==> config.mk <==
export PLATFORM = sky130hd
export DESIGN_NAME = legofpga_pkt_gen
export DESIGN_NICKNAME = d
export VERILOG_FILES = /design/src/rtl/legofpga_pkt_gen.sv
export SDC_FILE = /design/constraint.sdc
export NUM_CORES = 1
export LEC_CHECK = 0
export ABC_AREA = 1
export CORE_AREA = 2 2 170 172
export CTS_CLUSTER_DIAMETER = 40
export DETAILED_ROUTE_END_ITERATION = 7
export DIE_AREA = 0 0 172 174
export PLACE_DENSITY = 0.7
export SYNTH_ARGS = -nofsm -noshare
export SYNTH_HDL_FRONTEND = slang
export SYNTH_SLANG_ARGS = --single-unit
==> constraint.sdc <==
create_clock -name clk -period 6.8 [get_ports clk]
set_clock_uncertainty 0.1 [all_clocks]
set_input_delay 2.04 -clock clk [delete_from_list [all_inputs] [get_ports clk]]
set_output_delay 2.04 -clock clk [all_outputs]
set_load 0.02 [all_outputs]
==> src/rtl/legofpga_pkt_gen.sv <==
// Ethernet frame generator for the 64-bit AXIS TX port of the QSFP 25G MAC.
// Optional: define PKT_GEN_CONTINUOUS_EN to make pkt_count == 0 an unbounded run.
module legofpga_pkt_gen #(
  parameter logic [47:0] DST_MAC   = 48'hFFFF_FFFF_FFFF,
  parameter logic [47:0] SRC_MAC   = 48'h0000_0A35_0001,
  parameter logic [15:0] ETHERTYPE = 16'h88B5
) (
  input  logic        clk,
  input  logic        sys_reset,
  input  logic        mac_ready,
  input  logic        start,
  input  logic        stop,
  input  logic [13:0] pkt_len,
  input  logic [31:0] pkt_count,
  input  logic [7:0]  ifg_cycles,
  output logic [63:0] tx_tdata,
  output logic [7:0]  tx_tkeep,
  output logic        tx_tvalid,
  output logic        tx_tlast,
  output logic        tx_tuser,
  input  logic        tx_tready,
  output logic        busy,
  output logic        done,
  output logic [31:0] frames_sent
);

  typedef enum logic [1:0] {StIdle, StWaitReady, StSend, StGap} state_e;

  state_e      state_q;
  logic [10:0] beats_q;
  logic [10:0] beat_q;
  logic [7:0]  last_keep_q;
  logic [31:0] target_q;
  logic [31:0] seq_q;
  logic [7:0]  ifg_q;
  logic [7:0]  gap_q;

  logic [13:0] len_clamp;
  logic [10:0] len_beats;
  logic [7:0]  len_keep;
  logic [10:0] nxt_beat;
  logic        nxt_last;
  logic [7:0]  nxt_keep;
  logic [63:0] nxt_data;
  logic        run_done;

  assign tx_tuser = 1'b0;

  function automatic logic [7:0] frame_byte(logic [13:0] k, logic [31:0] seq);
    int unsigned kk;
    logic [7:0]  b;
    kk = 32'(k);
    if (kk < 6)       b = 8'(DST_MAC >> (8 * (5 - kk)));
    else if (kk < 12) b = 8'(SRC_MAC >> (8 * (11 - kk)));
    else if (kk < 14) b = 8'(ETHERTYPE >> (8 * (13 - kk)));
    else if (kk < 18) b = 8'(seq >> (8 * (17 - kk)));
    else              b = k[7:0] ^ seq[7:0];
    return b;
  endfunction

  always_comb begin
    if (pkt_len < 14'd64)        len_clamp = 14'd64;
    else if (pkt_len > 14'd9600) len_clamp = 14'd9600;
    else                         len_clamp = pkt_len;
    len_beats = 11'((len_clamp + 14'd7) >> 3);
    len_keep  = (len_clamp[2:0] == 3'd0) ? 8'hFF : (8'd1 << len_clamp[2:0]) - 8'd1;
  end

  // Data for the beat that will be presented after the next accepted handshake.
  always_comb begin
    nxt_beat = (state_q == StSend) ? beat_q + 11'd1 : 11'd0;
    nxt_last = (nxt_beat == beats_q - 11'd1);
    nxt_keep = nxt_last ? last_keep_q : 8'hFF;
    for (int i = 0; i < 8; i++) begin
      nxt_data[8*i +: 8] = nxt_keep[i] ? frame_byte({nxt_beat, 3'(i)}, seq_q) : 8'h00;
    end
  end

`ifdef PKT_GEN_CONTINUOUS_EN
  assign run_done = (target_q != 32'd0) && (frames_sent == target_q);
`else
  assign run_done = (frames_sent == target_q);
`endif

  always_ff @(posedge clk) begin
    if (sys_reset) begin
      state_q     <= StIdle;
      beats_q     <= '0;
      beat_q      <= '0;
      last_keep_q <= '0;
      target_q    <= '0;
      seq_q       <= '0;
      ifg_q       <= '0;
      gap_q       <= '0;
      tx_tdata    <= '0;
      tx_tkeep    <= '0;
      tx_tvalid   <= 1'b0;
      tx_tlast    <= 1'b0;
      busy        <= 1'b0;
      done        <= 1'b0;
      frames_sent <= '0;
    end else begin
      done <= 1'b0;
      unique case (state_q)
        StIdle: begin
          if (start) begin
            beats_q     <= len_beats;
            last_keep_q <= len_keep;
            target_q    <= pkt_count;
            ifg_q       <= ifg_cycles;
            seq_q       <= '0;
            frames_sent <= '0;
`ifdef PKT_GEN_CONTINUOUS_EN
            state_q     <= StWaitReady;
            busy        <= 1'b1;
`else
            if (pkt_count == 32'd0) begin
              done <= 1'b1;
            end else begin
              state_q <= StWaitReady;
              busy    <= 1'b1;
            end
`endif
          end
        end
        StWaitReady: begin
          if (stop || run_done) begin
            state_q <= StIdle;
            busy    <= 1'b0;
            done    <= 1'b1;
          end else if (mac_ready) begin
            state_q   <= StSend;
            beat_q    <= '0;
            tx_tvalid <= 1'b1;
            tx_tdata  <= nxt_data;
            tx_tkeep  <= nxt_keep;
            tx_tlast  <= nxt_last;
          end
        end
        StSend: begin
          if (tx_tready) begin
            if (tx_tlast) begin
              tx_tvalid   <= 1'b0;
              tx_tlast    <= 1'b0;
              tx_tdata    <= '0;
              tx_tkeep    <= '0;
              frames_sent <= frames_sent + 32'd1;
              seq_q       <= seq_q + 32'd1;
              if (ifg_q != 8'd0) begin
                state_q <= StGap;
                gap_q   <= ifg_q - 8'd1;
              end else begin
                state_q <= StWaitReady;
              end
            end else begin
              beat_q   <= nxt_beat;
              tx_tdata <= nxt_data;
              tx_tkeep <= nxt_keep;
              tx_tlast <= nxt_last;
            end
          end
        end
        StGap: begin
          if (gap_q == 8'd0) state_q <= StWaitReady;
          else               gap_q   <= gap_q - 8'd1;
        end
        default: state_q <= StIdle;
      endcase
    end
  end

endmodule

======== Word-level counts from Yosys, hierarchy flattened ========
Cells that the tools add are included.
cells by class
  add/sub/neg operators ................... 38
  magnitude comparators ................... 32
  equal/unequal tests ..................... 17
  shift-type cells ........................ 31
  muxes and demuxes ....................... 97
  bitwise logic cells ..................... 8
  reduce and logical (&&, ||, !) cells .... 18
operator list
  operator                 count
  $mux W8                  48
  $shr A48 B32 Y8 const A  6
  $mux W64                 4
  $shr A16 B32 Y8 const A  8
  $shr A28 B32 Y8 const A  8
  $shr A32 B32 Y8          8
  $sub A4 B14 Y15 const A  16
  $lt A14 B4 Y1 const B    16
  $mux W32                 5
  $pmux W32 S2             2
  $pmux W64 S2             1
  $sub A5 B14 Y15 const A  8
  $lt A14 B5 Y1 const B    8
  $sub A3 B14 Y15 const A  6
  $lt A14 B3 Y1 const B    6
  $add A32 B1 Y32 const B  2
  $xor A8 B8 Y8            8
  $mux W11                 5
  $eq A32 B32 Y1           1
  $logic_not A32 Y1        1
  $pmux W8 S2              2
  $mux W14                 2
  $sub A8 B1 Y8 const B    3
  $pmux W11 S2             1
  other kinds (26)         66
storage, ports and cells
  register bits after elaboration ......... 220
  input bits .............................. 60
  output and inout bits ................... 109

======== Longest topological paths before layout ========
  depth in word-level cells ............... 12
  depth in mapped cells ................... 18
  mapped depth without buffers ............ 18

======== Worst setup path after synthesis ========
No wires, ideal clock.
  path type ............................... input-to-reg
  from .................................... input pkt_len[13]
  to ...................................... register beats_q[8]
  setup time .............................. 0.056 ns
  arrival time ............................ 3.554 ns
  required time ........................... 6.644 ns
  setup slack ............................. 3.090 ns
  stages .................................. 12
  path buffers ............................ 0
  cells stage by stage .................... inv_1 -> nand2_1 -> nor4_2 -> nor2_1 -> o21ai_1 -> nand2_1 -> nand2_1 -> nor2_1 -> or2_0 -> nand3_1 -> nand2_1 -> inv_1
on the way
  cells in the longest elaborated chain, start to end .. 4
  elaborated cells on any way between the ends .. 5
  classes of those cells .................. add/sub: 1; order compare: 2; mux: 2
RTL lines
  element               RTL line  RTL
  start, declared       13        input logic [13:0] pkt_len,
  $gt A14 B14 Y1        63        else if (pkt_len > 14'd9600) len_clamp = 14'd9600;
  $mux W14              63
  $mux W14 (*)          62        if (pkt_len < 14'd64) len_clamp = 14'd64;
  $add A14 B3 Y14 (*)   65        len_beats = 11'((len_clamp + 14'd7) >> 3);
  end signal, assigned  107       beats_q <= len_beats;
  end, declared         30        logic [10:0] beats_q;
Every way passes the cells marked *; elsewhere a longest branch is shown, timed or not.
A chain may end at the register's enable or synchronous reset.

======== Worst setup path after layout ========
  from .................................... input pkt_len[8]
  to ...................................... register beats_q[8]
The elaborated chain is that of the path after synthesis.

==> out/results.tsv <==
metric	value	unit
num-fill-cells	2821	
worst_r2r_path_depth	14	
antenna_found_initial	0	
pre_cts_ws	2047	ps
syn_to_final_growth	25.84	%
cp.arrival	4630	ps
cts_tree	yes	
portBuffers	167	
cts_buffers	34	
drc	0	
drive_gt1_share	6.278	%
slowest_delay	560	ps
dp_hpwl	25.15	mm
track_usage	22.89	%
hold_viol	0	
ys_top_cells_by_area	dfxtp_1, nand2_1, a21oi_1	
ys.warnings.count	0	
holdBufCountCts	0	
wl_per_cell	14.58	um
top_level_ports	169	
slew_viol_final	0	
synth_fp_nets	1877	
dpl_cell_area	13810	um2
vias_per_cell	5.182	
tns	0	ps
powerDensity	430.7	nW/um2
diodes	0	
die-area	29930	um2
dieWidth	172	um
vdd_drop_max	241.0	uV
netSwitchingPower	2802	uW
wl	34.40	mm
required	7100	ps
grt_pass1_vias	11310	
grt_pass1_wl	55.99	mm
firstDrtPassIters	5	
die_y	174	um
r2r-end	tx_tdata[49]	
fmax	0.2309	GHz
seq_power_share	27.9	%
synth_area_per_cell	6.596	um2
cts_max_path_buffers	3	
finalInstanceArea	14930	um2
register_area	4404	um2
worstHoldEndpoint	last_keep_q[0]	
cts_sinks	220	
clock_latency	500	ps
grt_overflow	0	
synthFlopType	dfxtp_1	
crit_fanout	18	
finalCritPeriodShare	63.68	%
layout_common_cells	nand2_1, dfxtp_1, nor2_1	
min_path_type	flop to flop	
synth_top_cell_area_share	37.12	%
synth-edff-count	0	
place_congestion	0.8713	
r2r-start	state_q[0]	
synth_seq_cells	220	
row_count	62	
cap_viol_max_count	0	
num_vias	12230	
p_leak	0.006071	uW
clkSlewWorstSetupHoldPaths	60	ps
path_cells	clkdlybuf4s50_1 -> inv_1 -> nor4_1 -> nand3_1 -> nand2_1 -> nand3_1 -> nand2_1 -> nand2_1 -> nor2_1 -> or2_0 -> nand3_1 -> nand2_1 -> inv_1	
min_from	last_keep_q[0]	
ctsResizeCount	0	
path_delay_family	simple AND/OR/NAND/NOR gates	
cp-end-kind	flop	
slew_headroom	28.39	%
outcome	complete, no violations	
drt_iter0_drc	989	
multiInputGateArea	6434	um2
switching_share	43.57	%
critPathKind	input pin to flop	
tightest_slew	1074	ps
ff2ff_setup_slack	2800	ps
setup_viol	0	
syn_inst	1799	
crit_buf_inv	3	
async_reset_ff_share	0	%
grt_max_degree	100	
fin_crit	4330	ps
setup_ws	2470	ps
crit_slowest_cell	clkdlybuf4s50_1	
htreeDepth	2	
syn_area	11870	um2
intPower	3629	uW
cp_common_cell	nand2_1	
start_util	42.02	%
nNetsFinal	2028	
synth_cell_types	48	
whs	359.4	ps
yosys.area.top_type	dfxtp_1	
ys_seq_area_share	37.12	%
rsz0062_at_grt	no	
clock_power_share	26.6	%
final_common_cell	nand2_1	
start_kind	input pin	
post-cts-setup-buffers	0	
antenna_left	0	
whs_path_depth	2	
core_area	28240	um2
cts_root_buffer	clkbuf_16	
combPwrFrac	45.5	%
## worst min-delay path, delay by kind of cell (launching register included)
family | cells | cell delay, ps
DFF | 1 | 290
buffers and inverters | 1 | 60
AOI/OAI and AO/OA | 1 | 60
## final cells by class
class | instances | share of cell area (%)
multi-input combinational | 1313 | 43.08
inverter | 208 | 5.228
sequential | 220 | 29.49
clock inverter | 20 | 1.349
clock buffer | 41 | 6.150
timing repair buffer | 173 | 11.48
tap | 384 | 3.217
## power groups by stage
| stage | logic (uW) | clock network, uW | registers (uW) |
|---|---|---|---|
| floorplan | 1880 | 0 | 1950 |
| global placement | 2850 | 0 | 1810 |
| detailed placement | 2890 | 0 | 1820 |
| CTS | 2910 | 1740 | 1790 |
| global route | 3270 | 1790 | 1830 |
| finish | 2930 | 1710 | 1790 |
## per-layer routing
metal	track usage (%)	share of wire, %
met5	0	0
met4	7.213	2.5
met3	4.440	7.2
met2	37.20	45
met1	30.56	45
## synth_stat cells, drive strengths merged (2+ instances only)
library cell / instances
a211oi: 8
a21o: 2
a21oi: 167
a221oi: 4
a22oi: 3
a31oi: 4
buf: 10
clkbuf: 48
clkinv: 2
dfxtp: 220
ha: 18
inv: 206
nand2: 466
nand3: 102
nand4: 35
nor2: 225
nor3: 39
nor3b: 3
nor4: 25
o211a: 2
o211ai: 2
o21a: 4
o21ai: 143
o21bai: 2
or2: 2
xnor2: 35
xor2: 17
## cells by family (layout without fill, tap and decap cells)
group / count (synthesis) / after routing / share of synthesized area [%]
XOR/XNOR: 52 / 52 / 3.838
AO/OA/AOI/OAI: 343 / 343 / 15.37
other: 1 / 1 / 0.03160
AND/OR/NAND/NOR: 899 / 899 / 33.00
adder cells (fa/ha/maj): 18 / 18 / 1.898
buffers and inverters: 266 / 442 / 8.741
flip-flops: 220 / 220 / 37.12
## flip-flops by register name, summed over array words and instances (netlist names), 2 cells and up
signal and cells:
state_q 2, tx_tdata 64, last_keep_q 8, gap_q 8
ifg_q 8, tx_tkeep 8, seq_q 32, target_q 32
beat_q 11, beats_q 11, frames_sent 32
## worst max-delay path by stage
stage,startpoint,endpoint,slack (ps),depth (start not counted)
after floorplan,pkt_len[13],beats_q[8],3090,12
after global placement,pkt_len[13],beats_q[8],2110,13
after detailed placement,pkt_len[13],beats_q[8],2050,13
after CTS,pkt_len[13],beats_q[8],2540,13
after global routing,pkt_len[8],beats_q[8],2150,13
final,pkt_len[8],beats_q[8],2470,13
## per-stage QoR
| stage | instances | power [uW] | utilization (%) |
|---|---|---|---|
| 2_1_floorplan | 1799 | 3831 | - |
| 3_3_place_gp | 2298 | 4660 | 48.92 |
| 3_5_place_dp | 2298 | 4711 | 48.92 |
| 4_1_cts | 2359 | 6435 | 52.88 |
| 5_1_grt | 2359 | 6896 | 52.88 |
| 6_report | 2359 | 6432 | 52.88 |
No activity file was read; power rests on OpenSTA's default activity.
